==> src/rtl/demux_12_if.sv <==
// Handshake bundle for demux_12: one upstream valid/ready link with a channel
// selector, and two downstream valid/ready channels.
interface demux_12_if #(
  parameter int unsigned DATA_WIDTH = 8
);
  logic [DATA_WIDTH-1:0] data_in;
  logic                  valid_in;
  logic                  selector;
  logic                  ready_out;
  logic [DATA_WIDTH-1:0] data_out_0;
  logic                  valid_out_0;
  logic                  ready_in_0;
  logic [DATA_WIDTH-1:0] data_out_1;
  logic                  valid_out_1;
  logic                  ready_in_1;

  modport master (
    output data_in, valid_in, selector, ready_in_0, ready_in_1,
    input  ready_out, data_out_0, valid_out_0, data_out_1, valid_out_1
  );

  modport slave (
    input  data_in, valid_in, selector, ready_in_0, ready_in_1,
    output ready_out, data_out_0, valid_out_0, data_out_1, valid_out_1
  );
endinterface

==> src/rtl/demux_12.sv <==
// Buffered 1:2 demultiplexer with one FIFO per output channel.
// Optional saturating per-channel push counters when DEMUX_STATS_EN is defined.
module demux_12 #(
  parameter int unsigned DATA_WIDTH = 8,
  parameter int unsigned FIFO_DEPTH = 4
) (
  input  logic            clk,
  input  logic            reset,
  demux_12_if.slave       link
`ifdef DEMUX_STATS_EN
  ,
  output logic [7:0]      count_0,
  output logic [7:0]      count_1
`endif
);
  localparam int unsigned PTR_W = $clog2(FIFO_DEPTH);
  localparam int unsigned OCC_W = PTR_W + 1;

  logic [DATA_WIDTH-1:0] mem    [2][FIFO_DEPTH];
  logic [PTR_W-1:0]      wr_ptr [2];
  logic [PTR_W-1:0]      rd_ptr [2];
  logic [OCC_W-1:0]      occ    [2];
  logic [DATA_WIDTH-1:0] head   [2];
  logic [1:0]            full;
  logic [1:0]            empty;
  logic [1:0]            push;
  logic [1:0]            pop;
  logic [1:0]            ready_cons;
  logic                  accept;

  // Upstream ready looks only at the selected channel's registered occupancy.
  always_comb begin
    ready_cons = {link.ready_in_1, link.ready_in_0};
    for (int unsigned k = 0; k < 2; k++) begin
      full[k]  = (occ[k] == OCC_W'(FIFO_DEPTH));
      empty[k] = (occ[k] == '0);
      head[k]  = empty[k] ? '0 : mem[k][rd_ptr[k]];
    end
    accept = link.valid_in & ~full[link.selector];
    for (int unsigned k = 0; k < 2; k++) begin
      push[k] = accept & (link.selector == 1'(k));
      pop[k]  = ~empty[k] & ready_cons[k];
    end
  end

  assign link.ready_out   = ~full[link.selector];
  assign link.valid_out_0 = ~empty[0];
  assign link.valid_out_1 = ~empty[1];
  assign link.data_out_0  = head[0];
  assign link.data_out_1  = head[1];

  always_ff @(posedge clk or negedge reset) begin
    if (!reset) begin
      for (int unsigned k = 0; k < 2; k++) begin
        wr_ptr[k] <= '0;
        rd_ptr[k] <= '0;
        occ[k]    <= '0;
      end
    end else begin
      for (int unsigned k = 0; k < 2; k++) begin
        if (push[k]) wr_ptr[k] <= wr_ptr[k] + PTR_W'(1);
        if (pop[k])  rd_ptr[k] <= rd_ptr[k] + PTR_W'(1);
        case ({push[k], pop[k]})
          2'b10:   occ[k] <= occ[k] + OCC_W'(1);
          2'b01:   occ[k] <= occ[k] - OCC_W'(1);
          default: occ[k] <= occ[k];
        endcase
      end
    end
  end

  // Storage needs no reset; occupancy alone decides what is visible.
  always_ff @(posedge clk) begin
    for (int unsigned k = 0; k < 2; k++) begin
      if (push[k]) mem[k][wr_ptr[k]] <= link.data_in;
    end
  end

`ifdef DEMUX_STATS_EN
  always_ff @(posedge clk or negedge reset) begin
    if (!reset) begin
      count_0 <= '0;
      count_1 <= '0;
    end else begin
      if (push[0] && (count_0 != '1)) count_0 <= count_0 + 8'd1;
      if (push[1] && (count_1 != '1)) count_1 <= count_1 + 8'd1;
    end
  end
`endif

endmodule

==> src/flat_wrapper.sv <==
// flat-port wrapper written by rule: the top's interface ports become plain ports
module demux_12_flat 
#(
  parameter int unsigned DATA_WIDTH = 8,
  parameter int unsigned FIFO_DEPTH = 4
)
  (clk, reset, link_data_in, link_valid_in, link_selector, link_ready_in_0, link_ready_in_1, link_ready_out, link_data_out_0, link_valid_out_0, link_data_out_1, link_valid_out_1);
  demux_12_if #(.DATA_WIDTH(DATA_WIDTH)) link_i ();
  input  logic clk;
  input  logic reset;
  input wire logic [$bits(link_i.data_in)-1:0] link_data_in;
  input wire logic [$bits(link_i.valid_in)-1:0] link_valid_in;
  input wire logic [$bits(link_i.selector)-1:0] link_selector;
  input wire logic [$bits(link_i.ready_in_0)-1:0] link_ready_in_0;
  input wire logic [$bits(link_i.ready_in_1)-1:0] link_ready_in_1;
  output wire logic [$bits(link_i.ready_out)-1:0] link_ready_out;
  output wire logic [$bits(link_i.data_out_0)-1:0] link_data_out_0;
  output wire logic [$bits(link_i.valid_out_0)-1:0] link_valid_out_0;
  output wire logic [$bits(link_i.data_out_1)-1:0] link_data_out_1;
  output wire logic [$bits(link_i.valid_out_1)-1:0] link_valid_out_1;
  assign link_i.data_in = link_data_in;
  assign link_i.valid_in = link_valid_in;
  assign link_i.selector = link_selector;
  assign link_i.ready_in_0 = link_ready_in_0;
  assign link_i.ready_in_1 = link_ready_in_1;
  assign link_ready_out = link_i.ready_out;
  assign link_data_out_0 = link_i.data_out_0;
  assign link_valid_out_0 = link_i.valid_out_0;
  assign link_data_out_1 = link_i.data_out_1;
  assign link_valid_out_1 = link_i.valid_out_1;
  demux_12 #(.DATA_WIDTH(DATA_WIDTH), .FIFO_DEPTH(FIFO_DEPTH)) u_core (.clk(clk), .reset(reset), .link(link_i));
endmodule
==> config.mk <==
export PLATFORM = sky130hd
export DESIGN_NAME = demux_12_flat
export DESIGN_NICKNAME = d
export VERILOG_FILES = /design/src/rtl/demux_12_if.sv /design/src/rtl/demux_12.sv /design/src/flat_wrapper.sv
export SDC_FILE = /design/constraint.sdc
export NUM_CORES = 1
export LEC_CHECK = 0
export CAP_MARGIN = 10
export CELL_PAD_IN_SITES_DETAIL_PLACEMENT = 0
export CELL_PAD_IN_SITES_GLOBAL_PLACEMENT = 1
export CORE_MARGIN = 2
export CORE_UTILIZATION = 45
export DETAILED_ROUTE_END_ITERATION = 12
export MAX_ROUTING_LAYER = met4
export PLACE_DENSITY_LB_ADDON = 0.1
export SYNTH_ARGS = -nofsm -noshare
export SYNTH_HDL_FRONTEND = slang
export SYNTH_SLANG_ARGS = --single-unit
==> constraint.sdc <==
create_clock -name clk -period 2.7 [get_ports clk]
set_clock_uncertainty 0.15 [all_clocks]
set_input_delay 0.27 -clock clk [delete_from_list [all_inputs] [get_ports clk]]
set_output_delay 0.27 -clock clk [all_outputs]
set_load 0.01 [all_outputs]
* Word-level counts from Yosys, hierarchy flattened *
Memories as Yosys holds them, arrays and structs flattened.
Index checks and enable logic that the tools add are counted.

word-level totals
  memory bits (writable) = 64
  output and inout port bits = 19
  register bits after elaboration = 14
  memory bits (read-only) = 0
  memories = 1
  latch bits = 0
  bits of input ports = 14

memory list
  memory      depth  bits a word  read ports  clocked after Yosys merged registers in  wr ports  RTL line        source
  u_core.mem  2      32           2           0                                        1         demux_12.sv:19  logic [DATA_WIDTH-1:0] mem [2][FIFO_DEPTH];

operators by class
  bitwise logic cells = 13
  mux-type cells = 23
  $mul = 0
  $add $sub $neg = 8
  reduce and logical (&&, ||, !) cells = 7
  shift operators = 0
  $lt $le $gt $ge = 7
  equal/unequal tests = 6
  div/mod/pow operators = 0

operator list
  kind                                                       count
  2-to-1 mux 32 bit                                          4
  2-to-1 mux 8 bit                                           8
  binary-select mux 8 bit (select 2 bit)                     2
  demux 8 bit (select 2 bit)                                 2
  OR reduction 32 bit                                        1
  greater-or-equal comparator 3 bit (second input constant)  4
  inverter 2 -> 3 bit                                        4
  one-hot mux 3 bit (2 select lines)                         2
  adder 2 x 1 -> 2 bit (second input constant)               4
  adder 3 x 1 -> 3 bit (second input constant)               2
  equality test 3 bit (second input constant)                2
  logical NOT 3 bit                                          2
  < comparator 3 x 1 -> 1 bit (second input constant)        2
  subtractor 3 x 1 -> 3 bit (second input constant)          2
  AND 1 bit                                                  5
  2-to-1 mux 1 bit                                           5
  equality test 2 x 1 -> 1 bit (second input constant)       2
  equality test 2 bit (second input constant)                2
  inverter 1 bit                                             4
  nonzero test 2 bit                                         2
  logical AND 1 bit                                          2
  < comparator 1 x 2 -> 1 bit (second input constant)        1

* Depth between registers and ports, before layout *
  depth in word-level cells = 10
  mapped depth = 10
  depth with buffers taken out = 9

* Worst setup path after synthesis *
No wires, ideal clock.

  path kind = reg-to-reg
  start point = register u_core.occ[3] (netlist name)
  end point = register u_core.occ[5] (netlist name)
  buffers on the path = 1
  setup slack = 0.399 ns
  cell stages (with the launch flop) = 11
  setup time = 0.079 ns
  period minus slack after synthesis = 2.301 ns
  arrival = 2.072 ns
  cell sequence = dfrtp_1 or3b_1 and3b_1 buf_6 inv_1 ha_1 inv_1 fa_1 xor2_1 nor2_1 xor2_1

between the ends
  longest elaborated chain between the ends = 8

ends and longest elaborated chain
  element                                                                          RTL line        source
  start, declared                                                                  demux_12.sv:22  logic [OCC_W-1:0] occ [2];
  start signal, assigned by index                                                  demux_12.sv:64  2'b10: occ[k] <= occ[k] + OCC_W'(1);
  start signal, assigned by index                                                  demux_12.sv:65  2'b01: occ[k] <= occ[k] - OCC_W'(1);
  start signal, assigned by index                                                  demux_12.sv:66  default: occ[k] <= occ[k];
  equality test 3 bit                                                              demux_12.sv:35  full[k] = (occ[k] == OCC_W'(FIFO_DEPTH));
  2-to-1 mux 1 bit (not written as such) (2 in series)                             demux_12.sv:39  accept = link.valid_in & ~full[link.selector];
  inverter 1 bit                                                                   demux_12.sv:39
  AND 1 bit                                                                        demux_12.sv:39
  AND 1 bit                                                                        demux_12.sv:41  push[k] = accept & (link.selector == 1'(k));
  equality test 2 x 1 -> 1 bit / equality test 2 bit (equally long branches)       demux_12.sv:63  case ({push[k], pop[k]})
  one-hot mux 3 bit (2 select lines) / nonzero test 2 bit (equally long branches)  -

Parallel ways exist; a longest one is shown, timed or not. The select of a mux whose other input is x is not followed.
A chain may end at the register's enable or synchronous reset.

* Worst setup path after layout *
  start point = register u_core.rd_ptr[0] (netlist name)
  end point = output port link_data_out_1[6]

between the ends
  longest elaborated chain between the ends = 5

ends and longest elaborated chain
  element                                               RTL line            source
  start, declared                                       demux_12.sv:21      logic [PTR_W-1:0] rd_ptr [2];
  start signal, assigned by index                       demux_12.sv:62      if (pop[k]) rd_ptr[k] <= rd_ptr[k] + PTR_W'(1);
  inverter 2 -> 3 bit (not written as such)             demux_12.sv:37      head[k] = empty[k] ? '0 : mem[k][rd_ptr[k]];
  binary-select mux 8 bit (select 2 bit)                demux_12.sv:37
  2-to-1 mux 8 bit (not written as such) (2 in series)  demux_12.sv:37
  2-to-1 mux 8 bit                                      demux_12.sv:37
  end, declared                                         flat_wrapper.sv:19  output wire logic [$bits(link_i.data_out_1)-1:0] link_data_out_1;

No other way between the ends. The select of a mux whose other input is x is not followed.

==> metrics.yaml <==
clocking:
  post_cts_resized: 0
  hold_buffers: 0
  clock_tree.buffer_depth: 2
  htree_levels: 3
  clock-sinks: 78
  postCtsSetupBuffers: 0
  cts.clk_slew.worst_paths_ns: 0.08
  numCtsBuffers: 9
  insertion_delay_ns: 0.33
  root_buffer: "clkbuf_8"
  cts_tree: "done"
grt:
  track_usage_pct: 15.68
  grt.overflow.total: 0
  antenna_found_initial: 0
  grt_pass1_vias: 1707
  grt_max_degree: 15
  grt_pass1_wl_um: 8569
setup_path:
  critPathCaptureType: "output pin"
  path_class: "flip-flop to output pin"
  r2r_slack_ns: 0.25
  crit_chain: "buf_4, mux4_2, and2_1, clkdlybuf4s50_1"
  r2r_cells: 9
  crit_slowest_cell: "mux4_2"
  r2r-start: "u_core.occ[3]$_DFFE_PN0P_"
  max_stage_delay_ns: 0.50
  worstReg2RegEnd: "u_core.occ[5]$_DFFE_PN0P_"
  critical_path_arrival_ns: 2.11
  cp.required_ns: 2.28
  worst-path-max-fanout: 8
  cp-startpoint: "u_core.rd_ptr[0]$_DFFE_PN0P_"
  start_kind: "flip-flop"
route:
  drc: 0
  wl_met2_um: 2792
  top_layer: "met4"
  routed_via_density: 4.834
  drt-met1-wl_um: 2423
  firstDrtPassIters: 4
  ant_nets: 0
  met3_wirelength_um: 116
  drt_iter0_markers: 51
  num_vias: 1571
  totalWireLength_um: 5416
  wl_per_cell_um: 16.66
final_layout:
  final_cell_mix: "edfxtp_1, clkdlybuf4s50_1, and2_1, mux4_2, dfrtp_1"
  final_nets: 247
  fillers: 598
  final_common_cell: "edfxtp_1"
  syn2layout_area_growth_pct: 19.44
  drive_gt1_share_pct: 19.03
  final_cell_area_um2: 3905
  diodes: 0
placed_design:
  dpl.hpwl_um: 3789
  placed_area_um2: 3715
  portBuffers: 32
  gp_congestion: 0.7491
die:
  chipHeight_um: 89.24
  dieWidth_um: 89.24
  start_util_pct: 45.81
  coreArea_um2: 7137
  ios: 33
  dieArea_um2: 7963
  num_rows: 31
sta:
  hold_viol_final: 0
  setup_violations: 0
  report.final.slew_viol_count: 0
  tns_ns: 0
  max_slew.worst_pin.slew_ns: 0.6994
  slew_headroom_pct: 53.23
  rsz0062_at_grt: "no"
  fmax_mhz: 394.9
  fin_crit_ns: 2.532
  min_period_over_period_pct: 93.79
synthesis:
  synth_cells: 180
  syn_area_um2: 3269
  syn_nets: 206
  synth_warnings: 0
  yosys_register_bits: 78
  avgSynthCellArea_um2: 18.16
  ys_types: 25
  yosysSeqAreaShare_pct: 69.50
power_and_ir_drop:
  p_leak_uw: 0.001403
  total_power_uw: 4020
  vdd_drop_max_mv: 0.4313
  power_density_nw_per_um2: 1029
flow_run:
  maxCapViolations: 0
run_status:
  status: "complete, no violations"
worst_hold_path:
  hold_path.class: "primary input to async pin"
==> power by group <==
part	total [uW]	internal [uW]	leakage (uW)	switching [uW]
registers	1690	1530	0.000744	164
clock network	821	426	0.000100	395
logic	1510	881	0.000559	626
==> worst max-delay path, delay by kind of cell (launching register included) <==
family | cells | cell delay [ns]
buffers and inverters | 2 | 0.71
multiplexers | 1 | 0.50
flip-flops | 1 | 0.39
AND/OR/NAND/NOR | 1 | 0.19
==> per-layer routing <==
layer	up-vias	track usage [%]
li1	745	-
met1	792	19.60
met2	26	25.05
met3	8	3.047
met4	0	6.920
met5	-	-
==> stage by stage <==
step	util, %	std cells	setup slack, ns	hold WS, ns
detailed placement	52.05	309	0.2558	0.3214
floorplan	-	180	0.3989	-0.1756
CTS	54.72	325	0.1317	0.2081
finish	54.72	325	0.1676	0.2087
global route	54.72	325	0.03837	0.2367
global placement	52.05	309	0.3431	0.3151
==> layout make-up <==
class                           instances  area [um2]  share of cell area (%)
Sequential cell                        78        2272                   58.19
Timing Repair Buffer                   37       357.8                   9.164
Clock inverter                          6       62.56                   1.602
Multi-Input combinational cell         83       915.9                   23.45
Clock buffer                           10       127.6                   3.268
Tap cell                               99       123.9                   3.172
Inverter                               12       45.04                   1.153
==> synth_stat cells (all sizes together) <==
| cell | instances | area [um2] |
|---|---|---|
| mux4 | 16 | 360.4 |
| a31oi | 1 | 6.260 |
| xor2 | 6 | 52.55 |
| buf | 3 | 21.27 |
| nand2 | 1 | 3.750 |
| edfxtp | 64 | 1922 |
| dfrtp | 14 | 350.3 |
| nor2 | 4 | 15.01 |
| and2 | 26 | 167.7 |
| a21oi | 1 | 5.000 |
| inv | 12 | 45.04 |
| mux2i | 2 | 20.02 |
| fa | 2 | 40.04 |
| mux2 | 2 | 26.27 |
| or3b | 1 | 8.760 |
| ha | 10 | 125.1 |
| xnor2 | 6 | 52.55 |
| clkbuf | 4 | 15.01 |
| nand3 | 2 | 10.01 |
| and3b | 1 | 8.760 |
| or3 | 2 | 13.77 |
==> cell families (layout without fill, tap and decap cells) <==
| logic type | after synthesis | in the layout | synth area share [%] |
|---|---|---|---|
| and+or+nand+nor | 37 | 37 | 6.965 |
| buffers and inverters | 19 | 65 | 2.487 |
| AOI/OAI and AO/OA | 2 | 2 | 0.3444 |
| muxes | 20 | 20 | 12.44 |
| xor gates and xnor gates | 12 | 12 | 3.215 |
| adders and majority gates | 12 | 12 | 5.052 |
| DFF | 78 | 78 | 69.50 |
==> state kept, by name, summed over array words and instances (netlist names) <==
register and count:
u_core.occ 6, u_core.rd_ptr 4, u_core.mem 64, u_core.wr_ptr 4
==> how the worst max path moves through the flow <==
stage | to | cells after the start
detailed placement | u_core.occ[5]$_DFFE_PN0P_ | 9
global route | link_data_out_1[6] | 4
floorplan | u_core.occ[5]$_DFFE_PN0P_ | 10
CTS | link_data_out_1[6] | 4
finish | link_data_out_1[6] | 4
global placement | u_core.occ[5]$_DFFE_PN0P_ | 9
Power figures use the tool's default switching activity.
